==> config.mk <==
export PLATFORM = sky130hd
export DESIGN_NAME = pll_lock_supervisor_flat
export DESIGN_NICKNAME = d
export VERILOG_FILES = /design/src/rtl/pll_lock_supervisor_if.sv /design/src/rtl/pll_lock_supervisor.sv /design/src/flat_wrapper.sv
export SDC_FILE = /design/constraint.sdc
export NUM_CORES = 1
export LEC_CHECK = 0
export CAP_MARGIN = 20
export CORE_MARGIN = 4
export CORE_UTILIZATION = 57
export DETAILED_ROUTE_END_ITERATION = 16
export PLACE_DENSITY = 0.8
export SETUP_SLACK_MARGIN = 0.5
export SLEW_MARGIN = 10
export SYNTH_ARGS = -nofsm -noshare
export SYNTH_HDL_FRONTEND = slang
export SYNTH_SLANG_ARGS = --single-unit
==> constraint.sdc <==
create_clock -name clock -period 2.3 [get_ports clock]
set_input_delay 0.69 -clock clock [delete_from_list [all_inputs] [get_ports clock]]
set_output_delay 0.69 -clock clock [all_outputs]
set_load 0.02 [all_outputs]
==> src/rtl/pll_lock_supervisor_if.sv <==
// Status/control bundle between the PLL lock supervisor and its consumer.
// The consumer side drives the raw lock and fault clear; the supervisor drives reset and fault status.
interface pll_lock_supervisor_if #(
    parameter int unsigned CNT_W = 8
);
    logic             locked;
    logic             clear_fault;
    logic             sys_reset_n;
    logic             ready;
    logic             lock_lost;
    logic [CNT_W-1:0] loss_count;

    modport master (
        output locked,
        output clear_fault,
        input  sys_reset_n,
        input  ready,
        input  lock_lost,
        input  loss_count
    );

    modport slave (
        input  locked,
        input  clear_fault,
        output sys_reset_n,
        output ready,
        output lock_lost,
        output loss_count
    );
endinterface

==> src/rtl/pll_lock_supervisor.sv <==
// Turns the asynchronous PLL lock into a debounced synchronous system reset,
// with a minimum hold time after any loss and sticky loss accounting.
module pll_lock_supervisor #(
    parameter int unsigned STABLE_CYCLES = 1024,
    parameter int unsigned HOLD_CYCLES   = 16,
    parameter int unsigned CNT_W         = 8
) (
    input  logic                  clock,
    input  logic                  reset_n,
    pll_lock_supervisor_if.slave  bus
);
    localparam int unsigned MAX_CYC = (STABLE_CYCLES > HOLD_CYCLES) ? STABLE_CYCLES : HOLD_CYCLES;
    localparam int unsigned CW      = (MAX_CYC > 1) ? $clog2(MAX_CYC) : 1;

    typedef enum logic [1:0] {
        HOLD      = 2'd0,
        WAIT_LOCK = 2'd1,
        STABLE    = 2'd2,
        RUN       = 2'd3
    } state_t;

    state_t           state;
    state_t           state_nxt;
    logic             s1;
    logic             s2;
    logic [CW-1:0]    cnt;
    logic [CW-1:0]    cnt_nxt;
    logic             run_loss;
    logic             sys_nxt;
    logic             lost_nxt;
    logic [CNT_W-1:0] count_nxt;

    // Two-flop synchronizer for the raw lock indication
    always_ff @(posedge clock) begin
        if (!reset_n) begin
            s1 <= 1'b0;
            s2 <= 1'b0;
        end else begin
            s1 <= bus.locked;
            s2 <= s1;
        end
    end

    always_ff @(posedge clock) begin
        if (!reset_n) begin
            state <= HOLD;
        end else begin
            state <= state_nxt;
        end
    end

    always_comb begin
        state_nxt = state;
        unique case (state)
            HOLD:      if (cnt == CW'(HOLD_CYCLES - 1)) state_nxt = WAIT_LOCK;
            WAIT_LOCK: if (s2) state_nxt = STABLE;
            STABLE: begin
                if (!s2) begin
                    state_nxt = WAIT_LOCK;
                end else if (cnt == CW'(STABLE_CYCLES - 1)) begin
                    state_nxt = RUN;
                end
            end
            RUN:       if (!s2) state_nxt = HOLD;
            default:   state_nxt = HOLD;
        endcase
    end

    // Next values for the registered outputs and the shared dwell counter
    always_comb begin
        cnt_nxt   = cnt;
        run_loss  = (state == RUN) && !s2;
        sys_nxt   = (state_nxt == RUN);
        lost_nxt  = bus.lock_lost;
        count_nxt = bus.loss_count;
        if (state_nxt != state) begin
            cnt_nxt = '0;
        end else if (state == HOLD || state == STABLE) begin
            cnt_nxt = cnt + CW'(1);
        end
        if (bus.clear_fault) begin
            lost_nxt  = 1'b0;
            count_nxt = '0;
        end
        // A loss on the same edge as a clear must still be recorded
        if (run_loss) begin
            lost_nxt = 1'b1;
            if (bus.clear_fault) begin
                count_nxt = CNT_W'(1);
            end else if (bus.loss_count != {CNT_W{1'b1}}) begin
                count_nxt = bus.loss_count + CNT_W'(1);
            end
        end
    end

    always_ff @(posedge clock) begin
        if (!reset_n) begin
            cnt             <= '0;
            bus.sys_reset_n <= 1'b0;
            bus.ready       <= 1'b0;
            bus.lock_lost   <= 1'b0;
            bus.loss_count  <= '0;
        end else begin
            cnt             <= cnt_nxt;
            bus.sys_reset_n <= sys_nxt;
            bus.ready       <= sys_nxt;
            bus.lock_lost   <= lost_nxt;
            bus.loss_count  <= count_nxt;
        end
    end
endmodule
==> src/flat_wrapper.sv <==
// flat-port wrapper written by rule: the top's interface ports become plain ports
module pll_lock_supervisor_flat 
#(
    parameter int unsigned STABLE_CYCLES = 1024,
    parameter int unsigned HOLD_CYCLES   = 16,
    parameter int unsigned CNT_W         = 8
)
  (clock, reset_n, bus_locked, bus_clear_fault, bus_sys_reset_n, bus_ready, bus_lock_lost, bus_loss_count);
  pll_lock_supervisor_if #(.CNT_W(CNT_W)) bus_i ();
  input  logic clock;
  input  logic reset_n;
  input wire logic [$bits(bus_i.locked)-1:0] bus_locked;
  input wire logic [$bits(bus_i.clear_fault)-1:0] bus_clear_fault;
  output wire logic [$bits(bus_i.sys_reset_n)-1:0] bus_sys_reset_n;
  output wire logic [$bits(bus_i.ready)-1:0] bus_ready;
  output wire logic [$bits(bus_i.lock_lost)-1:0] bus_lock_lost;
  output wire logic [$bits(bus_i.loss_count)-1:0] bus_loss_count;
  assign bus_i.locked = bus_locked;
  assign bus_i.clear_fault = bus_clear_fault;
  assign bus_sys_reset_n = bus_i.sys_reset_n;
  assign bus_ready = bus_i.ready;
  assign bus_lock_lost = bus_i.lock_lost;
  assign bus_loss_count = bus_i.loss_count;
  pll_lock_supervisor #(.STABLE_CYCLES(STABLE_CYCLES), .HOLD_CYCLES(HOLD_CYCLES), .CNT_W(CNT_W)) u_core (.clock(clock), .reset_n(reset_n), .bus(bus_i));
endmodule
==> run summary, run 1 <==
The number of cells in the design after placement is 176. The hold-fix buffer count after cts is 0. The final hold slack came out at 471.5 ps. Across the routed clock network, the largest skew measured is 1.593 ps.

The number of top-level pins is 15. The pre-CTS setup slack is 226.0 ps. The clock latency of the later-clocked register in the worst-skew pair is between 300 and 400 ps.

The wire length reported by the detailed router is roughly 2400 um. 0 antenna diodes ended up in the layout. The worst slew margin relative to its limit is between 70 and 80%. The initial antenna violation count came out at 0. The longest clock path from root to sink contains 2 buffers. The total overflow reported by the global router came out at 0. The power after layout is roughly 0.7 mW. The number of vias after detailed routing is between 1k and 1.5k. The area growth from synthesis to final layout is 13.75%. The worst hold path cell count came out at 1. Along the worst path, the maximum fanout reaches 6.

Input and output buffers added on the ports amount to 14. Measured in cells, the most critical reg-to-reg path has a length of 6. The via density per instance came out at ~5.7. The number of antenna-violating nets in the routed design is 0. The distinct cell type count of the synthesized netlist came out at 41. The post-synth net total is 145. In this design, the largest share of critical-path delay is due to flip-flops. Counting every sink on the clock net gives 24. The standard cell area after detailed placement came out at about 1300 um2. The net count of the finished layout came out at 160. The number of instances in the synthesized netlist came out at between 100 and 150. The critical path in this run is classified as reg -> out. The part of the cycle the worst path needs is between 70% and 80%. The summed negative setup slack over all endpoints is 0 ps. The number of buffers created by CTS came out at 3. The max-capacitance violation count came out at 0. STA classifies the critical path startpoint as a flop. For the worst setup path, the data arrival time is around 1100 ps. The maximum number of pins on one net before global-route repair is 17. The synthesized area per cell is between 8 and 9 um2. The share of final-layout standard cells stronger than drive strength 1 is 12.42%. The clock-pin slew on the worst setup and hold paths came out at 130 ps. The peak supply drop came out at approximately 0.00039 V.

The average wire per cell in the routed design came out at 13.06 um. The buffers inserted during post-CTS setup optimization is 0. The final critical delay including setup and external delays is 1780 ps. Summing all non-filler instances in the final layout gives an area of around 1400 um2. The largest stage delay on the critical path is about 440 ps. The number of pins with negative max-slew slack in the final report is 0.

The number of global-route vias before repair is between 1k and 1.5k. The number of hold violations in the final report came out at 0. The height of the die came out at roughly 54 um.

For this configuration, the core starts out at a cell density of approximately three fifths. The power density over cell area came out at ~500 nW/um2. The number of design rule violations left after detail routing came out at 0. The flow ran to the end, and the final reports show no timing, DRC or antenna violations. The slew at the pin closest to its max-slew limit came out at 339.3 ps. The die covers 2887 um2. The slowest library cell on the worst path is sky130_fd_sc_hd__dfxtp_1. The number of standard cells in the final layout excluding fillers came out at 180. The wire length of the first global-routing pass is ~4300 um. At the end of routability-driven placement, the weighted congestion stood at between 0.7 and 0.8. CTS built an H-tree with a depth of 1. After filler insertion, the fill cell instance count of the layout stands at between 150 and 200.

The core box area is ~2000 um2. The count of routing violations after the opening detailed-route iteration is 32. The number of synthesis warnings came out at 0.

The worst hold-check path type is reg -> reg. The final core utilization came out at between 60% and 70%. In this run the number of cells on the critical path is 1. The final number of setup-violating endpoints came out at 0. The flip-flop and latch count after synthesis is 24.

The register area came out at just under 500 um2. The register area share after synthesis is 40.29%. The total global-route track usage is roughly a fifth.

The detailed placer's ending HPWL came out at between 1500 and 2000 um. The required time at the endpoint of the critical path is between 1500 and 2000 ps. The CTS tree is yes.

STA classifies the critical path endpoint as a primary output. In this run the cell area of the synthesized design comes to approximately 1200 um2. The highest clock frequency the design can meet is ~560 MHz. The reported leakage power is approximately 0.52 nW. The quantity of gates resized following cts came out at 13. The area occupied by multi-input gates came out at ~660 um2.

The site row count came out at 16. The post-layout worst setup margin is between 500 and 600 ps. The horizontal die dimension is approximately 54 um.

In this run the clock root is driven by a sky130_fd_sc_hd__clkbuf_4. Walking the worst path, the cells encountered are clkdlybuf4s15_1. Setup repair after global routing could not meet its margin everywhere. Before antenna repair, the detailed router went through 4 iterations.

The number of buffers and inverters on the critical path is 1.
[metal layers]
layer  track usage (%)  wire (um)  vias up
li1                  -          -      527
met1             24.06       1071      479
met2             34.07       1146       13
met3             5.817         84        7
met4             10.21         49        0
met5                 0          0        -
[state kept, by name (all words and copies together), names as in the netlist]
| register | count |
|---|---|
| u_core.bus.loss_count | 8 |
| u_core.bus.sys_reset_n | 1 |
| u_core.s2 | 1 |
| u_core.bus.lock_lost | 1 |
| u_core.state | 2 |
| u_core.cnt | 10 |
| u_core.s1 | 1 |
[final cells by class]
cell class              count  share of cell area (%)
multi-input cells         105                   48.89
flip-flops and latches     24                   35.52
repair buffers             16                   9.317
clock buffers               4                   2.675
well taps                  27                   2.491
inverters                   4                   1.107
[where the power goes]
group,switching (mW),internal (mW),leakage (nW)
Sequential,0.00600,0.422,0.195
Combinational,0.0141,0.0144,0.307
Clock,0.128,0.0969,0.0210
[cells in the mapped netlist (all sizes together)]
cell    count  share of area [%]
dfxtp      24                 40
nand2      16                5.0
nand3      10                4.2
nor2       10                3.1
a21oi       6                3.8
nand4       6                3.1
nor3        6                2.5
buf         5                3.5
and3        4                2.1
inv         4                1.3
nand3b      4                2.5
o21ai       4                1.7
xor2        4                2.9
and2        3                1.6
nor4        3                1.6
xnor2       3                2.2
a31oi       2                1.6
ha          2                2.1
nor3b       2                1.3
o21a        2                1.3
o22ai       2                1.0
or3         2                1.0
a21boi      1               0.63
a21o        1               0.63
and2b       1               0.73
and4b       1               0.84
clkbuf      1               0.63
mux2i       1               0.84
nand2b      1               0.52
nand4b      1               0.73
nor2b       1               0.52
o211a       1               0.84
o211ai      1               0.63
o221a       1               0.94
o31ai       1               0.63
or2         1               0.52
or4         1               0.63
[cells by family (layout without fill, tap and decap cells)]
kind of cell             after synthesis  after routing  share of synthesized area [%]
multiplexers                           1              1                         0.8395
XOR/XNOR                               7              7                          5.142
buffers and inverters                 10             24                          5.351
AO/OA/AOI/OAI                         22             22                          13.64
flip-flops                            24             24                          40.29
AND/OR/NAND/NOR                       73             73                          32.64
adder cells (fa/ha/maj)                2              2                          2.098
[path summary, 6_finish.rpt]
check                           startpoint                        to  slack [ps]
setup / recovery  u_core.bus.loss_count[0]         bus_loss_count[0]         520
hold / removal                   u_core.s1                 u_core.s2         470
setup reg to reg  u_core.bus.loss_count[0]  u_core.bus.loss_count[0]         630
hold reg to reg                  u_core.s1                 u_core.s2         470
[layout by cell type (no fill, tap or decap), drive strengths merged, types with 3 or more instances in the layout]
cell / count
nand3: 10
and2: 3
and3: 4
nand4: 6
a21oi: 6
nand2: 16
clkdlybuf4s50: 3
nor3: 6
nor2: 10
dfxtp: 24
nor4: 3
o21ai: 4
xnor2: 3
nand3b: 4
dlygate4sd2: 3
clkdlybuf4s15: 3
xor2: 4
inv: 4
clkbuf: 9
(Power assumes the default switching activity.)
==> run 2: changes to the inputs <==
--- a/config.mk
+++ b/config.mk
@@ -7,9 +7,9 @@
 export LEC_CHECK = 0
 export CAP_MARGIN = 20
 export CORE_MARGIN = 4
-export CORE_UTILIZATION = 57
+export CORE_UTILIZATION = 53
 export DETAILED_ROUTE_END_ITERATION = 16
-export PLACE_DENSITY = 0.8
+export PLACE_DENSITY = 0.75
 export SETUP_SLACK_MARGIN = 0.5
 export SLEW_MARGIN = 10
 export SYNTH_ARGS = -nofsm -noshare
==> constraint.sdc (replaced) <==
create_clock -name clock -period 1.81 [get_ports clock]
set_input_delay 0.543 -clock clock [delete_from_list [all_inputs] [get_ports clock]]
set_output_delay 0.543 -clock clock [all_outputs]
set_load 0.02 [all_outputs]
==> run 2 against run 1 <==
Net effect:
- combinational power rose by 80%
- power up 20%
- setup slack got worse by 210 ps
- via count rose by 26%
- non-clock buffer count up 29
- clock skew increased by 4.5 ps
- sequential power up 23%
- flip-flop and latch count unchanged
- highest routed layer unchanged
- first-iteration DRC count is 130% higher
- critical path depth grew 4
==> run summary, run 2 (synthesized netlist as in run 1, its figures left out) <==
In this run the number of H-tree levels came out at 1. The highest clock frequency the design can meet is ~660 MHz. The launch instance of the worst min-delay path is u_core.s1. Compared with the post-synthesis result, the final layout area differs by 56.98%. The power density over cell area came out at around 440 nW/um2.

The initial antenna violation count is 0. The area occupied by multi-input gates is ~850 um2. The worst setup path is launched from a flop. The weighted congestion at the end of routability-driven global placement came out at approximately 0.80. Once detail routing completed, the nets flagged for antenna violations numbered 0.

The worst hold path cell count is 1. The peak supply drop came out at between 0.0005 and 0.0006 V. The worst hold-check path type is reg -> reg. The wire length reported by the detailed router is roughly 4000 um. In the routed design, unresolved DRC markers number 0. The first global-routing pass estimated 5292 um of wire. The flow ran to the end, and the final reports show no timing, DRC or antenna violations.

The total area inside the core boundary comes to about 2000 um2. The switching power total came out at 0.1984 mW. TritonCTS built the clock tree. The initial cell density of the core is a little under 60%.

Entering global routing, the biggest net connects 13 pins. The clock-pin slew on the worst setup and hold paths came out at roughly 130 ps. The average wire per cell in the routed design came out at 18.92 um. The clock latency of the later-clocked register in the worst-skew pair is around 320 ps.

The internal power contribution is 0.6223 mW. The number of pins with negative max-slew slack in the final report was 0. The via density per instance is slightly above 6. The largest registers in the layout are u_core.cnt: 10 flops, u_core.bus.loss_count: 8 flops, u_core.state: 2 flops. The setup skew after layout is ~6.1 ps. In this run the static leakage power is 0.7427 nW. The worst pin sits at a relative slew slack of between 70% and 80%.

The part of the cycle the worst path needs came out at 83.11%. For this run, the share of the core covered by cells in the final layout is between 90% and 100%. At the worst endpoint, the required time is slightly above 2000 ps. The top cell types in the final layout, fill and taps aside, are 26 x sky130_fd_sc_hd__buf_4, 16 x sky130_fd_sc_hd__buf_6, 14 x sky130_fd_sc_hd__nand2_1, 14 x sky130_fd_sc_hd__dfxtp_4, 10 x sky130_fd_sc_hd__nor2_1. The first routing iteration left 72 violations.

The number of hold violations in the final report is 0. The reg-to-reg critical path startpoint is u_core.cnt[5]. The count of filler cells inserted in the layout came out at 74. The initialized floorplan defines 16 standard-cell rows. The detailed placer's ending HPWL is around 1800 um. The final number of setup-violating endpoints came out at 0. 15 I/O pins were placed. The pre-CTS setup slack is -35.93 ps. The worst setup path is captured at a flop.

The end of the worst register-to-register path is u_core.cnt[5]. The number of flip-flops under the largest register name is 10. The share of total power in combinational logic is under 10%. In this run the most used layer during global routing was met2. The post-layout worst setup margin is around 310 ps. The met1 track utilization from global routing came out at about 24%. The worst register-to-register path has a setup slack of approximately 310 ps. The slew at the pin closest to its max-slew limit is slightly above 400 ps. For this run, global-route usage on met2 was measured as a little under two fifths. Of the cells placed in the final design, the portion with a size suffix greater than 1 is 53.85%. Across the run, the number of max-cap violations was 0. The peak fanout along the critical path came out at 4. The hold-critical path endpoint is u_core.s2. The worst register-to-register path has a depth of 5.

The register area came out at roughly 540 um2. The horizontal die dimension is 55.43 um. The fraction of power consumed by sequential logic came out at about 64%. The met3 demand-to-capacity share in global routing came out at between 3 and 4%. The net count of the finished layout is 190. TritonCTS created 3 clock buffers.

The root cell of the clock tree is sky130_fd_sc_hd__clkbuf_4. The number of port buffers came out at 14. The height of the die is around 55 um. The clock power share came out at between 20% and 30%.

The clock sink count came out at 24. The deepest clock path buffer count is 2. The number of global-route vias before repair is roughly 1.1k. The final critical delay including setup and external delays came out at between 1500 and 2000 ps. Summed over all layers, the global routing overflow is 0. The setup path with the least slack is of type reg -> reg. The final antenna diode count is 0. The most common library cell in the layout ignoring fill and taps is sky130_fd_sc_hd__buf_4. The number of vias after detailed routing is approximately 1.3k.

The fraction of power spent switching nets came out at between 20% and 30%. The die area came out at about 3100 um2. The total global-route track usage came out at a little over a fifth. The data arrival time of the critical path is 1720 ps. Before antenna repair, the detailed router went through 4 iterations. Setup repair after global routing could not meet its margin everywhere. u_core.cnt holds more flip-flops than any other register.
run 2: changes by cell type in the layout (fill, tap and decap cells not counted), sizes merged:
cell,before,now
clkdlybuf4s15,3,0
clkdlybuf4s50,3,2
clkbuf,9,3
dlygate4sd2,3,1
buf,2,42
o221a,1,2
run 2: routing by layer:
metal / share of wire (%) / wire length (um)
met2: 50 / 1986
met1: 41 / 1629
met5: 0 / 0
met3: 5.1 / 201
met4: 3.4 / 136
run 2: power by group through the flow:
stage,Clock [mW],Sequential [mW],Combinational [mW]
final,0.241,0.528,0.0512
after global routing,0.268,0.529,0.0548
after CTS,0.239,0.537,0.0448
after detailed placement,0,0.552,0.0383
after global placement,0,0.552,0.0363
after floorplan,0,0.550,0.0233
run 2: per-stage QoR:
stage          instance area [um2]  TNS, ps  hold slack [ps]  instances  power, mW
2_1_floorplan                 1242        0            411.8        139     0.5736
3_3_place_gp                  1401        0            418.1        179     0.5883
3_5_place_dp                  1401   -35.93            421.2        179     0.5907
4_1_cts                       1699        0            453.5        202     0.8203
5_1_grt                       1872        0            468.1        209     0.8517
6_report                      1872        0            456.0        209     0.8207
run 2: area by class of cell:
type	count	share of cell area [%]
Tap cell	27	1.805
Multi-Input combinational cell	106	45.52
Clock buffer	3	1.203
Sequential cell	24	29.08
Inverter	4	0.8021
Timing Repair Buffer	45	21.59
run 2: worst max-delay path, cell delays in order (launching register included):
cell	delay (ps)
sky130_fd_sc_hd__dfxtp_4	380
sky130_fd_sc_hd__nor4_4	280
sky130_fd_sc_hd__nand2_1	100
sky130_fd_sc_hd__or3_4	390
sky130_fd_sc_hd__a21oi_4	180
sky130_fd_sc_hd__nor3b_1	70
run 2: how the worst max path moves through the flow:
stage | start | to | slack [ps] | cells past startpoint
2_1_floorplan | u_core.cnt[4] | u_core.cnt[5] | 400 | 7
6_report | u_core.cnt[5] | u_core.cnt[5] | 310 | 5
3_3_place_gp | reset_n | u_core.cnt[2] | 50 | 5
5_1_grt | u_core.cnt[5] | u_core.cnt[5] | 230 | 5
4_1_cts | u_core.bus.loss_count[3] | bus_loss_count[3] | 360 | 1
3_5_place_dp | reset_n | u_core.cnt[0] | -40 | 5
run 2: timing repair:
| item | CTS | global route |
|---|---|---|
| gates cloned | 1 | 0 |
| hold buffers | 0 | 0 |
| setup buffers | 19 | 7 |
| pin swaps | 16 | 10 |
| setup endpoints to repair | 29 | 31 |
| resized for setup | 103 | 34 |
==> RTL change (config.mk and constraints of run 2) <==
Make the reset (`reset_n`) asynchronous in 3 clocked blocks. Comments in the files are not updated.
--- a/src/rtl/pll_lock_supervisor.sv
+++ b/src/rtl/pll_lock_supervisor.sv
@@ -31,7 +31,7 @@
     logic [CNT_W-1:0] count_nxt;
 
     // Two-flop synchronizer for the raw lock indication
-    always_ff @(posedge clock) begin
+    always_ff @(posedge clock or negedge reset_n) begin
         if (!reset_n) begin
             s1 <= 1'b0;
             s2 <= 1'b0;
@@ -41,7 +41,7 @@
         end
     end
 
-    always_ff @(posedge clock) begin
+    always_ff @(posedge clock or negedge reset_n) begin
         if (!reset_n) begin
             state <= HOLD;
         end else begin
@@ -93,7 +93,7 @@
         end
     end
 
-    always_ff @(posedge clock) begin
+    always_ff @(posedge clock or negedge reset_n) begin
         if (!reset_n) begin
             cnt             <= '0;
             bus.sys_reset_n <= 1'b0;
Check against the original RTL: no difference found for any inputs over 10 cycles, from zero or initial values and one cycle with reset_n low; that may be too few to reach the edited logic, so the function may still have changed.
==> RTL change against run 2 <==
  * Global-route usage is 0.67 points higher
  * Final cell count decreased by 0.48%
  * Sequential share of layout area increased by 2.7 points
  * Cell area is 3.0% higher
  * Worst setup slack lost 0.030 ns
  * Synthesized cell count fell by 11%
  * First-iteration DRC count is 58% lower
  * Synthesized area rose by 2.3%
  * Sequential cell count is the same
  * Count of clock-buffer cells in the layout up 1
  * Worst hold slack worse by 0.080 ns
  * Routed wire length fell by 3.9%
Power is not compared: it rests on default switching activity, and its combinational part moved more than twofold at a synthesized area within 25%.
==> RTL change: results (changes against run 2) <==
| Metric | Value |
|---|---|
| Post-CTS Setup Repair Bufs | `27 (+8)` |
| Final wirelength | `3.80 mm (-3.9%)` |
| Pre-CTS setup slack | `0.188 ns (+0.224 ns)` |
| Final HPWL DP | `1.76 mm (-2.4%)` |
| Worst path arrival time | `1.79 ns (+0.07 ns)` |
| Post-CTS Resized | `80 (-22%)` |
| Fill count | `91 (+23%)` |
| GRT met2 Usage | `38.7% (+1.6 points)` |
| Cell variety after synth | `36 (-12%)` |
| Number of global-route vias before repair | `1249 (+10%)` |
| Hold path depth | `0 (-1)` |
| Total track usage | `21.6% (+0.67 points)` |
| Run status | `complete, no violations` |
| Cells on worst reg2reg path | `6 (+1)` |
| Slowest cell on crit path | `dfrtp_2` |
| Clock Skew | `0.00811 ns (+0.00205 ns)` |
| Met3 usage | `4.18% (+0.45 points)` |
| Synth cell count leaders | `dfrtp_1 (24), nor2_1 (18), nand2_1 (10)` |
| Final RePlAce weighted congestion | `0.781 (-1.8%)` |
| Met1 Usage GRT | `24.8% (+0.74 points)` |
| Area after DPL | `1500 sq um (+6.9%)` |
| CP max stage delay | `0.45 ns (+0.06 ns)` |
| Layout cells sized above 1 | `50.6% (-3.3 points)` |
| Gate Count Post-Synth | `124 (-11%)` |
| 1st-iter DRT viols | `30 (-58%)` |
-- RTL change: cell families after synthesis --
kind of cell	count (synthesis)	synth area share [%]
compound gates	19	11.7
xor+xnor	11	7.90
fa+ha+maj	2	2.05
buf+inv	7	2.77
flops	24	49.2
mux	2	1.64
simple gates	59	24.7
-- RTL change: worst register-to-register path: stages, from the launching register on --
cell and delay [ns]:
dfrtp_2 0.45, buf_6 0.13, ha_4 0.16, nand3_4 0.09, o21ai_4 0.07, or4_4 0.42, a21oi_2 0.16
-- RTL change: final timing paths --
check,startpoint,end,slack [ns]
setup / recovery,u_core.bus.loss_count[0],u_core.bus.loss_count[5],0.28
hold / removal,u_core.s1,u_core.s2,0.38
setup reg to reg,u_core.bus.loss_count[0],u_core.bus.loss_count[5],0.28
hold reg to reg,u_core.s1,u_core.s2,0.38
max in group asynchronous,reset_n,u_core.state[1],0.98
min in group asynchronous,reset_n,u_core.bus.sys_reset_n,0.56
-- RTL change: report_power, final --
part	leakage (nW)	switching [mW]	internal, mW
clock network	0.0150	0.171	0.0864
registers	0.310	0.0690	0.604
logic	0.510	0.273	0.275
-- RTL change: layout make-up --
| cell class | count | area [sq um] | area share [%] |
|---|---|---|---|
| multi-input combinational | 93 | 747 | 38.7 |
| sequential | 24 | 612 | 31.7 |
| timing repair buffer | 56 | 497 | 25.8 |
| tap | 28 | 35.0 | 1.82 |
| clock buffer | 4 | 26.3 | 1.36 |
| inverter | 3 | 11.3 | 0.584 |
-- RTL change: per-layer routing --
layer | vias to the layer above | routed length, microns | part of all wire, %
met1 | 615 | 1570 | 41
li1 | 550 | - | -
met5 | - | 0 | 0
met3 | 9 | 175 | 4.6
met2 | 39 | 1980 | 52
met4 | 0 | 78 | 2.1
